`src/rtl/result_pkg.sv`:
```
// Shared types and constants for the product-to-digits output stage.
package result_pkg;

  typedef enum logic [1:0] {
    IDLE,
    SHIFT,
    SEND,
    DONE
  } state_t;

  localparam logic [3:0] BLANK_CODE = 4'hF;

  // Largest value representable in num_dig decimal digits (10^num_dig - 1).
  function automatic int unsigned max_decimal(input int unsigned num_dig);
    int unsigned v;
    v = 1;
    for (int unsigned i = 0; i < num_dig; i++) v = v * 10;
    return v - 1;
  endfunction

endpackage

```
`src/rtl/bcd_add3.sv`:
```
// Double-dabble nibble correction: add 3 when the digit is 5 or more.
module bcd_add3 (
  input  logic [3:0] nib,
  output logic [3:0] adj
);

  assign adj = (nib >= 4'd5) ? nib + 4'd3 : nib;

endmodule

```
`src/rtl/result_digit_tx.sv`:
```
// Converts a signed product magnitude to BCD (one bit per cycle) and streams the
// digits MSD first over valid/ready. Optional macro LEADING_ZERO_BLANK_EN blanks leading zeros.
module result_digit_tx
  import result_pkg::*;
#(
  parameter int BIN_W   = 14,
  parameter int NUM_DIG = 4
) (
  input  logic                       clk,
  input  logic                       rst,
  input  logic                       valid_in,
  input  logic [BIN_W-1:0]           producto,
  input  logic                       signo_in,
  output logic                       busy,
  output logic                       signo_out,
  output logic                       ovf,
  output logic [3:0]                 dig_out,
  output logic [$clog2(NUM_DIG)-1:0] dig_idx,
  output logic                       dig_valid,
  input  logic                       dig_ready,
  output logic                       dig_last,
  output logic                       done
);

  localparam int IDX_W = $clog2(NUM_DIG);
  localparam int BCD_W = 4 * NUM_DIG;
  localparam int CNT_W = $clog2(BIN_W);
  localparam logic [BIN_W-1:0] MAX_BIN   = BIN_W'(max_decimal(NUM_DIG));
  localparam logic [CNT_W-1:0] LAST_BIT  = CNT_W'(BIN_W - 1);
  localparam logic [IDX_W-1:0] TOP_IDX   = IDX_W'(NUM_DIG - 1);

  state_t             state;
  logic [BIN_W-1:0]   bin_reg;
  logic [BCD_W-1:0]   bcd_reg;
  logic [BCD_W-1:0]   bcd_adj;
  logic [CNT_W-1:0]   bit_cnt;
  logic [IDX_W-1:0]   sel_idx;
  logic [3:0]         sel_code;

  for (genvar g = 0; g < NUM_DIG; g++) begin : g_add3
    bcd_add3 u_add3 (
      .nib (bcd_reg[4*g +: 4]),
      .adj (bcd_adj[4*g +: 4])
    );
  end

`ifdef LEADING_ZERO_BLANK_EN
  logic [NUM_DIG-1:0] lead_zero;

  // lead_zero[i] is set when digit i and every digit above it are zero.
  always_comb begin
    logic all_zero;
    all_zero  = 1'b1;
    lead_zero = '0;
    for (int i = NUM_DIG - 1; i >= 0; i--) begin
      all_zero     = all_zero & (bcd_reg[4*i +: 4] == 4'd0);
      lead_zero[i] = all_zero;
    end
  end
`endif

  // Next beat to present: the current index on SEND entry, otherwise the one below.
  always_comb begin
    sel_idx  = dig_valid ? dig_idx - 1'b1 : dig_idx;
    sel_code = bcd_reg[4*sel_idx +: 4];
`ifdef LEADING_ZERO_BLANK_EN
    if (sel_idx != '0 && lead_zero[sel_idx]) sel_code = BLANK_CODE;
`endif
  end

  always_ff @(posedge clk or negedge rst) begin
    if (!rst) begin
      state     <= IDLE;
      bin_reg   <= '0;
      bcd_reg   <= '0;
      bit_cnt   <= '0;
      busy      <= 1'b0;
      signo_out <= 1'b0;
      ovf       <= 1'b0;
      dig_out   <= '0;
      dig_idx   <= '0;
      dig_valid <= 1'b0;
      dig_last  <= 1'b0;
      done      <= 1'b0;
    end else begin
      case (state)
        IDLE: begin
          if (valid_in) begin
            busy      <= 1'b1;
            bit_cnt   <= '0;
            bcd_reg   <= '0;
            signo_out <= signo_in & (producto != '0);
            if (producto > MAX_BIN) begin
              bin_reg <= MAX_BIN;
              ovf     <= 1'b1;
            end else begin
              bin_reg <= producto;
              ovf     <= 1'b0;
            end
            state <= SHIFT;
          end
        end
        SHIFT: begin
          {bcd_reg, bin_reg} <= {bcd_adj, bin_reg} << 1;
          bit_cnt            <= bit_cnt + 1'b1;
          if (bit_cnt == LAST_BIT) begin
            dig_idx <= TOP_IDX;
            state   <= SEND;
          end
        end
        SEND: begin
          if (!dig_valid) begin
            dig_valid <= 1'b1;
            dig_out   <= sel_code;
            dig_last  <= (sel_idx == '0);
          end else if (dig_ready) begin
            if (dig_last) begin
              dig_valid <= 1'b0;
              dig_last  <= 1'b0;
              busy      <= 1'b0;
              done      <= 1'b1;
              state     <= DONE;
            end else begin
              dig_idx  <= sel_idx;
              dig_out  <= sel_code;
              dig_last <= (sel_idx == '0);
            end
          end
        end
        DONE: begin
          done  <= 1'b0;
          state <= IDLE;
        end
        default: state <= IDLE;
      endcase
    end
  end

endmodule
```
`config.mk`:
```
export PLATFORM = sky130hd
export DESIGN_NAME = result_digit_tx
export DESIGN_NICKNAME = d
export VERILOG_FILES = /design/src/rtl/result_pkg.sv /design/src/rtl/bcd_add3.sv /design/src/rtl/result_digit_tx.sv
export SDC_FILE = /design/constraint.sdc
export NUM_CORES = 1
export LEC_CHECK = 0
export CAP_MARGIN = 20
export CORE_UTILIZATION = 47
export CTS_CLUSTER_DIAMETER = 60
export CTS_CLUSTER_SIZE = 25
export DETAILED_ROUTE_END_ITERATION = 16
export PLACE_DENSITY = 0.68
export SLEW_MARGIN = 0
export SYNTH_ARGS = -nofsm -noshare
export SYNTH_HDL_FRONTEND = slang
export SYNTH_SLANG_ARGS = --single-unit
```
`constraint.sdc`:
```
create_clock -name clk -period 1.8 [get_ports clk]
set_input_delay 0.36 -clock clk [delete_from_list [all_inputs] [get_ports clk]]
set_output_delay 0.36 -clock clk [all_outputs]
set_load 0.02 [all_outputs]
```
==> run summary <==
Initial Util: 0.502
EDFF count, synth: 0
Clock Latency Late Sink: 0.30 ns
static leakage: 1.47 nW
number of flip-flops in the largest register: 16
CP max-delay cell: clkdlybuf4s50_1
worst hold slack: 0.0548 ns
clock root buffer: clkbuf_8
H-tree depth: 2
Compound-Gate Fraction of Synth Area: 0.218
Worst setup EP type: primary output
drt via density: 5.53
Detail Placement HPWL: 4270 µm
Syn Inst Count: 273
post-synthesis sequential element count: 48
Synth Area in XOR/XNOR: 0.0265
Worst-path clk slew: 0.09 ns
RSZ-0062 raised after global routing: false
dpl cell area: 3260 µm²
first-pass GRT wire length: 9890 µm
drt initial violations: 116
hold buffers post-CTS: 0
CP Class: reg2out
Final Max Tran Viols: 0
crit-path max FO: 7
clock tree sinks: 48
Synth cell types: 43
max_cap viols: 0
1st-pass router iterations: 4
CP arrival: 1.38 ns
Die ar.: 5930 µm²
Synth area leader: dfrtp_1
Crit path max-delay family: buffers and inverters
HP Class: in2async
antenna viol nets, final: 0
IO Pins: 31
Antenna Cells: 0
Seq/Total Area, Yosys: 0.454
type of element launching the critical path: flip-flop
Yosys warnings: 0
layout cells sized above 1: 0.172
Crit path largest cell delay: 0.64 ns
mean area per synthesized cell: 9.69 µm²
Row Count: 26
remaining global-route overflow: 0
mux cell area share after synthesis: 0.0374
Pwr Density: 1510 nW/µm²
Setup WS post-layout: 0.0556 ns
CP cell instances: clkdlybuf4s50_1
met3 Use GR: 0.0393
endpoints failing setup: 0
most used routing layer: met2
largest net degree at the start of global routing: 26
CORE AREA: 5270 µm²
maximum clock path buffer count: 2
WL per Instance: 14.2 µm
met1 GRT Util: 0.282
post-detailed-route DRC marker count: 0
vias in the first global route: 2173
commonest register cell after synthesis: dfrtp_1
Final Power: 5.13 mW
top cells by count, synth: 48 x dfrtp_1, 20 x a21oi_1, 19 x o21ai_0
Post-synth ARST share: 1.00
Slew @ Worst Pin: 0.610 ns
final net count: 365
RePlAce Congestion: 0.824
met2 Usage GRT: 0.341
vias: 2225
final wirelength: 5690 µm
Layout area overhead: 28.3%
final hold vios: 0
CTS tree: built
Max rail drop VDD: 1040 µV
fin cells: 402
final clock skew: 0.00934 ns
outcome: finished clean
Die X: 77.0 µm
Synth top area share: 0.454
CTS Buf Count: 5
WP data required: 1.44 ns
Post-Syn Nets: 307
final instance area: 3390 µm²
Synth Area in Simple Gates: 0.151
largest cells by area after synthesis: dfrtp_1 45%, ha_1 7.1%, a21oi_1 3.8%
Mapped Area: 2650 µm²
Place WS: -0.139 ns
Setup TNS: 0 ns
GRT Overall Usage: 0.209
period utilization: 0.969
post-synthesis adder-cell area fraction: 0.0710
chip height: 77.0 µm
IO Port Bufs: 30
DP Cell Count: 394
min Tclk post-route: 1.74 ns
combinational family with the most area after synthesis: compound AO/OA/AOI/OAI gates
Slew HR: 0.593
Max Clk Rate: 573 MHz
final design utilization: 0.644
cell with the most instances after synthesis: dfrtp_1
worst path bufs/invs: 1
initial antenna violation count: 0
what timing repair did:
action | 4_1_cts | 5_1_grt
pin swaps | 0 | 0
gates cloned | 0 | 0
endpoints found under the setup margin | 3 | 17
endpoints found under the hold margin | 0 | 0
resized for setup | 3 | 7
setup buffers | 0 | 0
power breakdown:
part           total (mW)  switching [mW]  internal [mW]
Combinational        2.66            1.34           1.31
Sequential           1.70           0.285           1.42
Clock               0.775           0.362          0.413
cells in the final DEF, fill, tap and decap left out, drive strengths merged, types with 2 or more instances in the layout:
| cell | netlist | final |
|---|---|---|
| xor2 | 4 | 4 |
| nor3b | 3 | 3 |
| ha | 15 | 15 |
| nand4 | 4 | 4 |
| a22oi | 6 | 6 |
| and3 | 3 | 3 |
| nor3 | 2 | 2 |
| clkdlybuf4s50 | 0 | 26 |
| o21a | 4 | 4 |
| nor4 | 3 | 3 |
| nand2 | 18 | 18 |
| a32o | 4 | 4 |
| nand2b | 11 | 11 |
| buf | 5 | 32 |
| nand3 | 4 | 4 |
| o32ai | 3 | 3 |
| dlymetal6s2s | 0 | 2 |
| nor2 | 17 | 17 |
| o31ai | 8 | 8 |
| dfrtp | 48 | 48 |
| xnor2 | 4 | 4 |
| a21oi | 20 | 20 |
| o22a | 3 | 3 |
| o21ai | 25 | 25 |
| inv | 17 | 17 |
| mux2 | 7 | 7 |
| o22ai | 13 | 13 |
| nor2b | 3 | 3 |
| mux2i | 2 | 2 |
| clkbuf | 5 | 6 |
| a22o | 2 | 2 |
path summary, 6_finish.rpt:
kind	start	to	slack (ns)	depth (start not counted)
worst max-delay path	dig_last	dig_last	0.06	1
worst min-delay path	rst	bcd_reg[2]	0.05	1
worst max register to register	state[0]	bin_reg[4]	0.10	6
worst min register to register	dig_out[3]	dig_out[3]	0.49	2
max in group asynchronous	rst	bit_cnt[3]	1.20	2
min in group clk	dig_out[3]	dig_out[3]	0.49	2
cells by family after synthesis:
logic type               after synthesis
multiplexers                           9
adder cells (fa/ha/maj)               15
XOR/XNOR                               8
buffers and inverters                 27
flip-flops                            48
AO/OA/AOI/OAI                         91
AND/OR/NAND/NOR                       75
routing by layer:
metal / part of all wire / up-vias / wire length (µm)
met2: 0.48 / 47 / 2740
met1: 0.47 / 1054 / 2670
li1: - / 1117 / -
met5: 0 / - / 0
met3: 0.037 / 7 / 212
met4: 0.012 / 0 / 68
layout make-up:
cell class,instances,area [µm²]
Timing Repair Buffer,61,582
Inverter,17,63.8
Tap cell,70,87.6
Clock buffer,6,72.6
Clock inverter,2,35.0
Fill cell,458,1880
Sequential cell,48,1200
Multi-Input combinational cell,198,1350
(Power assumes the default switching activity.)
